File: src/rtl/count_seq_monitor.sv
// ============================================================================
// Module   : count_seq_monitor
// Purpose  : Receive-side checker for a free-running up-counter. Samples the
//            counter on qualified cycles, locks onto the +1 sequence after
//            LOCK_CNT consecutive correct increments, and then flags every
//            deviation. Saturating error and wrap statistics are kept.
// Revision : 1.0 - initial release
//
// Parameters
//   WIDTH     bit width of the sampled count (sequence is modulo 2^WIDTH)
//   CNT_W     width of the error / wrap statistics counters
//   LOCK_CNT  consecutive correct increments required to lock (1..15)
//
// Ports
//   clk        in   system clock, rising edge
//   rst        in   asynchronous active-low reset
//   en         in   sample qualifier
//   count_in   in   counter value under check [WIDTH]
//   clear      in   synchronous soft clear (back to IDLE, statistics zeroed)
//   locked     out  high while in LOCKED
//   err_pulse  out  one-cycle pulse per mismatch detected while locked
//   err_count  out  saturating mismatch count [CNT_W]
//   wrap_count out  saturating count of correct all-ones->0 wraps [CNT_W]
//   expected   out  prediction for the next sample [WIDTH]
//
// Optional feature (macro COUNT_SEQ_MONITOR_FIRST_ERR_EN)
//   first_err_valid / first_err_exp / first_err_obs capture the predicted and
//   observed values of the first locked mismatch; frozen until rst or clear.
// ============================================================================
`default_nettype none

module count_seq_monitor #(
  parameter int WIDTH    = 4,
  parameter int CNT_W    = 8,
  parameter int LOCK_CNT = 2
) (
  input  logic             clk,
  input  logic             rst,
  input  logic             en,
  input  logic [WIDTH-1:0] count_in,
  input  logic             clear,
  output logic             locked,
  output logic             err_pulse,
  output logic [CNT_W-1:0] err_count,
  output logic [CNT_W-1:0] wrap_count,
  output logic [WIDTH-1:0] expected
`ifdef COUNT_SEQ_MONITOR_FIRST_ERR_EN
  ,
  output logic             first_err_valid,
  output logic [WIDTH-1:0] first_err_exp,
  output logic [WIDTH-1:0] first_err_obs
`endif
);

  localparam logic [1:0] S_IDLE   = 2'd0;
  localparam logic [1:0] S_SYNC   = 2'd1;
  localparam logic [1:0] S_LOCKED = 2'd2;

  localparam logic [3:0]       LOCK_TARGET = 4'(LOCK_CNT);
  localparam logic [WIDTH-1:0] W_ONE       = WIDTH'(1);
  localparam logic [CNT_W-1:0] C_ONE       = CNT_W'(1);

  logic [1:0]       state;
  logic [1:0]       state_next;
  logic [WIDTH-1:0] prev;
  logic [3:0]       run;

  logic             sample;
  logic             match;
  logic [3:0]       run_inc;
  logic             lock_err;
  logic             lock_wrap;

  // prev+1 equals the registered expected value whenever a match decision
  // matters (both are written together on every sample), so the comparison
  // is taken from prev directly.
  assign sample    = en & ~clear;
  assign match     = (count_in == (prev + W_ONE));
  assign run_inc   = run + 4'd1;
  assign lock_err  = sample && (state == S_LOCKED) && !match;
  assign lock_wrap = sample && (state == S_LOCKED) && match && (count_in == '0);

  // State register
  always_ff @(posedge clk or negedge rst) begin
    if (!rst) state <= S_IDLE;
    else      state <= state_next;
  end

  // Next-state logic
  always_comb begin
    state_next = state;
    if (clear) begin
      state_next = S_IDLE;
    end else if (sample) begin
      case (state)
        S_IDLE:   state_next = S_SYNC;
        S_SYNC:   if (match && (run_inc == LOCK_TARGET)) state_next = S_LOCKED;
        S_LOCKED: if (!match) state_next = S_SYNC;
        default:  state_next = S_IDLE;
      endcase
    end
  end

  // Output logic (decoded from the state register only)
  always_comb begin
    locked = (state == S_LOCKED);
  end

  // Datapath: sample history, run length and statistics
  always_ff @(posedge clk or negedge rst) begin
    if (!rst) begin
      prev       <= '0;
      expected   <= '0;
      run        <= '0;
      err_pulse  <= 1'b0;
      err_count  <= '0;
      wrap_count <= '0;
    end else if (clear) begin
      prev       <= '0;
      expected   <= '0;
      run        <= '0;
      err_pulse  <= 1'b0;
      err_count  <= '0;
      wrap_count <= '0;
    end else begin
      err_pulse <= lock_err;
      if (sample) begin
        prev     <= count_in;
        expected <= count_in + W_ONE;
        case (state)
          S_IDLE:   run <= '0;
          S_SYNC:   run <= match ? run_inc : 4'd0;
          S_LOCKED: if (!match) run <= '0;
          default:  run <= '0;
        endcase
      end
      if (lock_err && (err_count != '1))
        err_count <= err_count + C_ONE;
      if (lock_wrap && (wrap_count != '1))
        wrap_count <= wrap_count + C_ONE;
    end
  end

`ifdef COUNT_SEQ_MONITOR_FIRST_ERR_EN
  // First locked mismatch capture; frozen once valid.
  always_ff @(posedge clk or negedge rst) begin
    if (!rst) begin
      first_err_valid <= 1'b0;
      first_err_exp   <= '0;
      first_err_obs   <= '0;
    end else if (clear) begin
      first_err_valid <= 1'b0;
      first_err_exp   <= '0;
      first_err_obs   <= '0;
    end else if (lock_err && !first_err_valid) begin
      first_err_valid <= 1'b1;
      first_err_exp   <= prev + W_ONE;
      first_err_obs   <= count_in;
    end
  end
`endif

endmodule

`default_nettype wire

File: config.mk
export PLATFORM = sky130hd
export DESIGN_NAME = count_seq_monitor
export DESIGN_NICKNAME = d
export VERILOG_FILES = /design/src/rtl/count_seq_monitor.sv
export SDC_FILE = /design/constraint.sdc
export NUM_CORES = 1
export LEC_CHECK = 0
export CAP_MARGIN = 20
export CORE_UTILIZATION = 50
export DETAILED_ROUTE_END_ITERATION = 10
export DONT_BUFFER_PORTS = 1
export PLACE_DENSITY = 0.68
export SLEW_MARGIN = 10
export SYNTH_ARGS = -nofsm -noshare
export SYNTH_HDL_FRONTEND = slang
export SYNTH_SLANG_ARGS = --single-unit
File: constraint.sdc
create_clock -name clk -period 3.1 [get_ports clk]
set_clock_uncertainty 0.2 [all_clocks]
set_input_delay 0.155 -clock clk [delete_from_list [all_inputs] [get_ports clk]]
set_output_delay 0.155 -clock clk [all_outputs]
set_load 0.03 [all_outputs]
* Word-level counts from Yosys, hierarchy flattened
Index checks and enable logic that the tools add are counted.
** Storage, ports and cells
- Register bits after elaboration :: 31
- Bits of input ports :: 8
- Logic and storage cells :: 56
** Cells by class
- Add/subtract/negate cells :: 5
- Eq/ne operators :: 8
- Multiplexer cells :: 19
- Bitwise operators :: 2
- Reductions and logical operators :: 15
** Operators by type and width (number)
- 4-bit 2-to-1 mux :: 8
- 8-bit 2-to-1 mux :: 4
- 8-bit by 1-bit adder with 8-bit output, second input constant :: 2
- 8-bit inequality test, second input constant :: 2
- 4-bit by 1-bit adder with 4-bit output, second input constant :: 3
- 2-bit 2-to-1 mux :: 4
- 4-bit one-hot mux with 2 select lines :: 1
- 1-bit logical AND :: 7
- 3-bit inequality test, second input constant :: 2
- 2-bit one-hot mux with 3 select lines :: 1
- 2-bit nonzero test :: 3
- 4-bit by 2-bit == test with 1-bit output, second input constant :: 1
- 4-bit == test :: 1
- 4-bit zero test :: 1
- 3-bit AND reduction :: 1
- 2-bit by 1-bit == test with 1-bit output, second input constant :: 1
- 2-bit == test, second input constant :: 1
- 2-bit zero test :: 1
- 2-bit AND reduction :: 1
- 1-bit bitwise AND :: 1
- 1-bit zero test :: 1
- 1-bit 2-to-1 mux :: 1
- 1-bit NOT :: 1

* Logic depth before layout (Yosys ltp)
- Depth after elaboration :: 8
- Mapped depth :: 7
- Depth with buffers taken out :: 7

* Worst setup path before layout
OpenSTA, ideal clock, no wires.
- Path kind :: flip-flop to flip-flop
- Start point :: reg wrap_count[0]
- End point :: reg wrap_count[7]
- Library setup time :: 66 ps
- Arrival :: 2400 ps
- Required time :: 2834 ps
- Setup slack :: 434 ps
- Cell stages (with the launch flop) :: 7
- Clock period less this slack :: 2666 ps
- Cell sequence :: dfrtp_1 ha_1 and3_2 a311o_1 or4b_4 or4_1 nand2_1
** On the way
- Word-level cells in the longest chain between the ends :: 3
** RTL lines
- start, declared :: RTL line 45 : output logic [CNT_W-1:0] wrap_count,
- start signal, assigned :: RTL line 140 : wrap_count <= wrap_count + C_ONE;
- 8-bit by 1-bit adder with 8-bit output / 8-bit inequality test (equally long branches) :: RTL line 140, 139
- 8-bit 2-to-1 mux / 1-bit logical AND (equally long branches) :: RTL line 139 : if (lock_wrap && (wrap_count != '1))
- 8-bit 2-to-1 mux / 2-bit nonzero test (equally long branches)
Several ways; a longest one is shown, not always the timed one. The select of a mux whose other input is x is not followed.
A chain may end at the register's enable or synchronous reset.

* Worst setup path in the final report
- Start point :: in count_in[0]
- End point :: reg wrap_count[7]
** On the way
- Word-level cells in the longest chain between the ends :: 5
** RTL lines
- start, declared :: RTL line 40 : input logic [WIDTH-1:0] count_in,
- 4-bit == test :: RTL line 78 : assign match = (count_in == (prev + W_ONE));
- 1-bit logical AND :: RTL line 81 : assign lock_wrap = sample && (state == S_LOCKED) && match && (count_in == '0);
- 1-bit logical AND (*) :: RTL line 81
- 1-bit logical AND (*) :: RTL line 139
- 2-bit nonzero test (no source line) (*)
Mark *: on every way between the ends. The rest lies on a longest branch, timed or not.

==> metrics.md <==
| Metric | Value |
|---|---|
| Run status | finished clean |
| Post-synthesis area per instance | 9.96 um2 |
| Post-CTS Resized | 0 |
| Largest family of logic cells by synthesized area | simple AND/OR/NAND/NOR gates |
| Multiplexer area fraction after synthesis | 4.62% |
| Gate Count Post-Synth | 174 |
| Hold crit path type | input pin to flip-flop |
| Syn_nets | 189 |
| Synth warn | 0 |
| Global-route wire length before repair | 6020 um |
| Sequential-to-total area share from yosys stat | 44.8% |
| Clock transition at path regs | 90 ps |
| Synthesized flop and latch total | 31 |
| Design Area, Final | 1980 um2 |
| Arr. time, crit path | 2840 ps |
| Longest Clk Path Bufs | 2 |
| Pin count of the biggest net entering global routing | 34 |
| PortBufs | 0 |
| TritonRoute pass-1 iters | 4 |
| Commonest cells after routing, fill and taps aside | dfrtp_1 (31), nor2_1 (22), dlygate4sd3_1 (10), nand3_1 (9), nand2_1 (9) |
| Predominant post-synthesis flop cell | dfrtp_1 |
| Antenna viol nets, final | 0 |
| Vias in the first global route | 1360 |
| Starting density of the core | 51.9% |
| Max IR drop VDD | 221 uV |
| Placed Area | 1790 um2 |
| Post-synth EDFFs | 0 |
| Row Count | 21 |
| Adder-cell area share of the yosys netlist | 5.05% |
| DIE WIDTH | 60.9 um |
| Fin nets | 206 |
| Wire per inst | 15.8 um |
| WS Path Type | input pin to flip-flop |
| Worst Tran Pin Value | 660 ps |
| CP Max Fanout | 5 |
| Lkg Pwr | 0.000912 uW |
| Fraction of the cycle the final worst path needs | 89.1% |
| CTS H-tree depth | 2 |
| CTS tree | yes |
| Clock sinks | 31 |
| Startpoint Class | input pin |
| Die Y | 60.9 um |
| Layout cells sized above 1 | 11.0% |
| Post-synth cell types | 43 |
| Setup tns final | 0 ps |
| Total GRT Usage | 22.8% |
| Worst endpoint required time | 3180 ps |
| Hold Fails Final Rpt | 0 |
| Core ar. | 3340 um2 |
| GRT Residual Overflow | 0 |
| Xor and xnor area share after synthesis | 8.09% |
| Die area | 3710 um2 |
| Slew Limit Fails | 0 |
| IO Pins | 30 |
| Pwr dens | 380 nW/um2 |
| Number of setup violations in the final report | 0 |
| Final Critical Period | 2760 ps |
| Vias | 1413 |
| Crit path capture type | flip-flop |
| WL final | 3750 um |
| Post-synthesis compound-gate area fraction | 12.9% |
| Post-synthesis cell area | 1730 um2 |
| Antenna Cells | 0 |
| Root buf cell | clkbuf_4 |
| Fillers | 315 |
| Relative slew slack | 55.9% |
| DR vias/cell | 5.96 |
| Unrepaired setup endpoints after global routing | no |
| DRC errors left | 0 |
| Max cap viols | 0 |
| Synth-to-layout area growth | 14.4% |
| CTS buffer count | 5 |
| Initial antenna violation count | 0 |
| Initial DRC Count | 71 |
| Placer Congestion | 0.724 |
| Clock insertion delay at the later pin of the skew report | 350 ps |
| Simple-gate share of the synthesized area | 22.0% |
| Hpwl dp | 2480 um |
| Fraction of registers with async set/reset | 100% |
| Fmax | 0.362 GHz |
| Most common cell after layout, fill and taps aside | dfrtp_1 |
==> flip-flops by register name (all words and copies together), names as in the netlist <==
name,flops
run,4
prev,4
expected,4
err_pulse,1
err_count,8
state,2
wrap_count,8
==> metal layers <==
layer | share of wire, % | track usage [%] | vias up
li1 | - | - | 667
met1 | 40 | 26.0 | 693
met2 | 51 | 38.6 | 44
met3 | 6.7 | 8.10 | 9
met4 | 1.8 | 9.74 | 0
met5 | 0 | 0 | -
==> Yosys cell counts (3+ instances only) <==
library cell / instances / area (um2)
nor2_1: 22 / 82.6
o21ai_0: 5 / 25.0
nand2b_1: 4 / 25.0
nand3_1: 9 / 45.0
or4_1: 5 / 37.5
ha_1: 7 / 87.6
inv_1: 4 / 15.0
a21oi_1: 7 / 35.0
clkbuf_1: 4 / 15.0
xnor2_1: 5 / 43.8
mux2i_1: 8 / 80.1
nor3_1: 5 / 25.0
nor4_1: 3 / 18.8
and3_1: 4 / 25.0
nand2_1: 9 / 33.8
xor2_1: 8 / 70.1
dfrtp_1: 31 / 776
==> final timing paths <==
| kind | startpoint | depth (start not counted) | to | slack (ps) |
|---|---|---|---|---|
| max in group asynchronous | rst | 2 | wrap_count[4] | 2470 |
| worst min register to register | run[2] | 1 | run[2] | 390 |
| min in group asynchronous | rst | 2 | err_count[2] | 50 |
| worst max register to register | prev[0] | 6 | err_count[7] | 480 |
| worst max-delay path | count_in[0] | 8 | wrap_count[7] | 340 |
| worst min-delay path | en | 2 | err_pulse | 30 |
==> power breakdown <==
part	total [uW]	internal, uW	switching, uW	leakage (uW)
logic	81.1	37.2	43.9	0.000453
clock network	245	105	141	0.0000341
registers	426	412	14.5	0.000426
==> stage by stage <==
step / instances / utilization (%) / worst slack (ps) / hold WS [ps] / total power [uW]
after detailed placement: 218 / 53.7 / 540 / -340 / 480
after global routing: 237 / 59.4 / 250 / 29.5 / 788
after global placement: 218 / 53.7 / 581 / -340 / 476
final: 237 / 59.4 / 339 / 34.0 / 753
after floorplan: 174 / - / 434 / -341 / 478
after CTS: 236 / 58.9 / 333 / 14.6 / 759
==> logic make-up (layout without fill, tap and decap cells) <==
kind of cell,after synthesis,after routing
flip-flops,31,31
buffers and inverters,10,27
XOR/XNOR,14,14
AND/OR/NAND/NOR,72,72
AO/OA/AOI/OAI,32,32
adder cells (fa/ha/maj),7,7
multiplexers,8,8
==> repair_timing <==
action                    4_1_cts  5_1_grt
hold endpoints to repair       61        0
buffers inserted                0        0
hold buffers                   11        0
==> worst max-delay path, cell delays in order <==
cell and delay (ps):
dlygate4sd3_1 590, inv_1 100, ha_1 150, or3b_1 370
a311o_1 360, or4b_4 560, or4_1 480, nand2_1 70
==> final cells by class <==
type	count	area, um2	area share, %
Tap cell	46	57.6	2.90
Multi-Input combinational cell	133	912	46.0
Timing Repair Buffer	16	165	8.33
Clock buffer	6	51.3	2.59
Inverter	4	15.0	0.758
Sequential cell	31	776	39.1
Clock inverter	1	5.00	0.253
(Power assumes the default switching activity.)
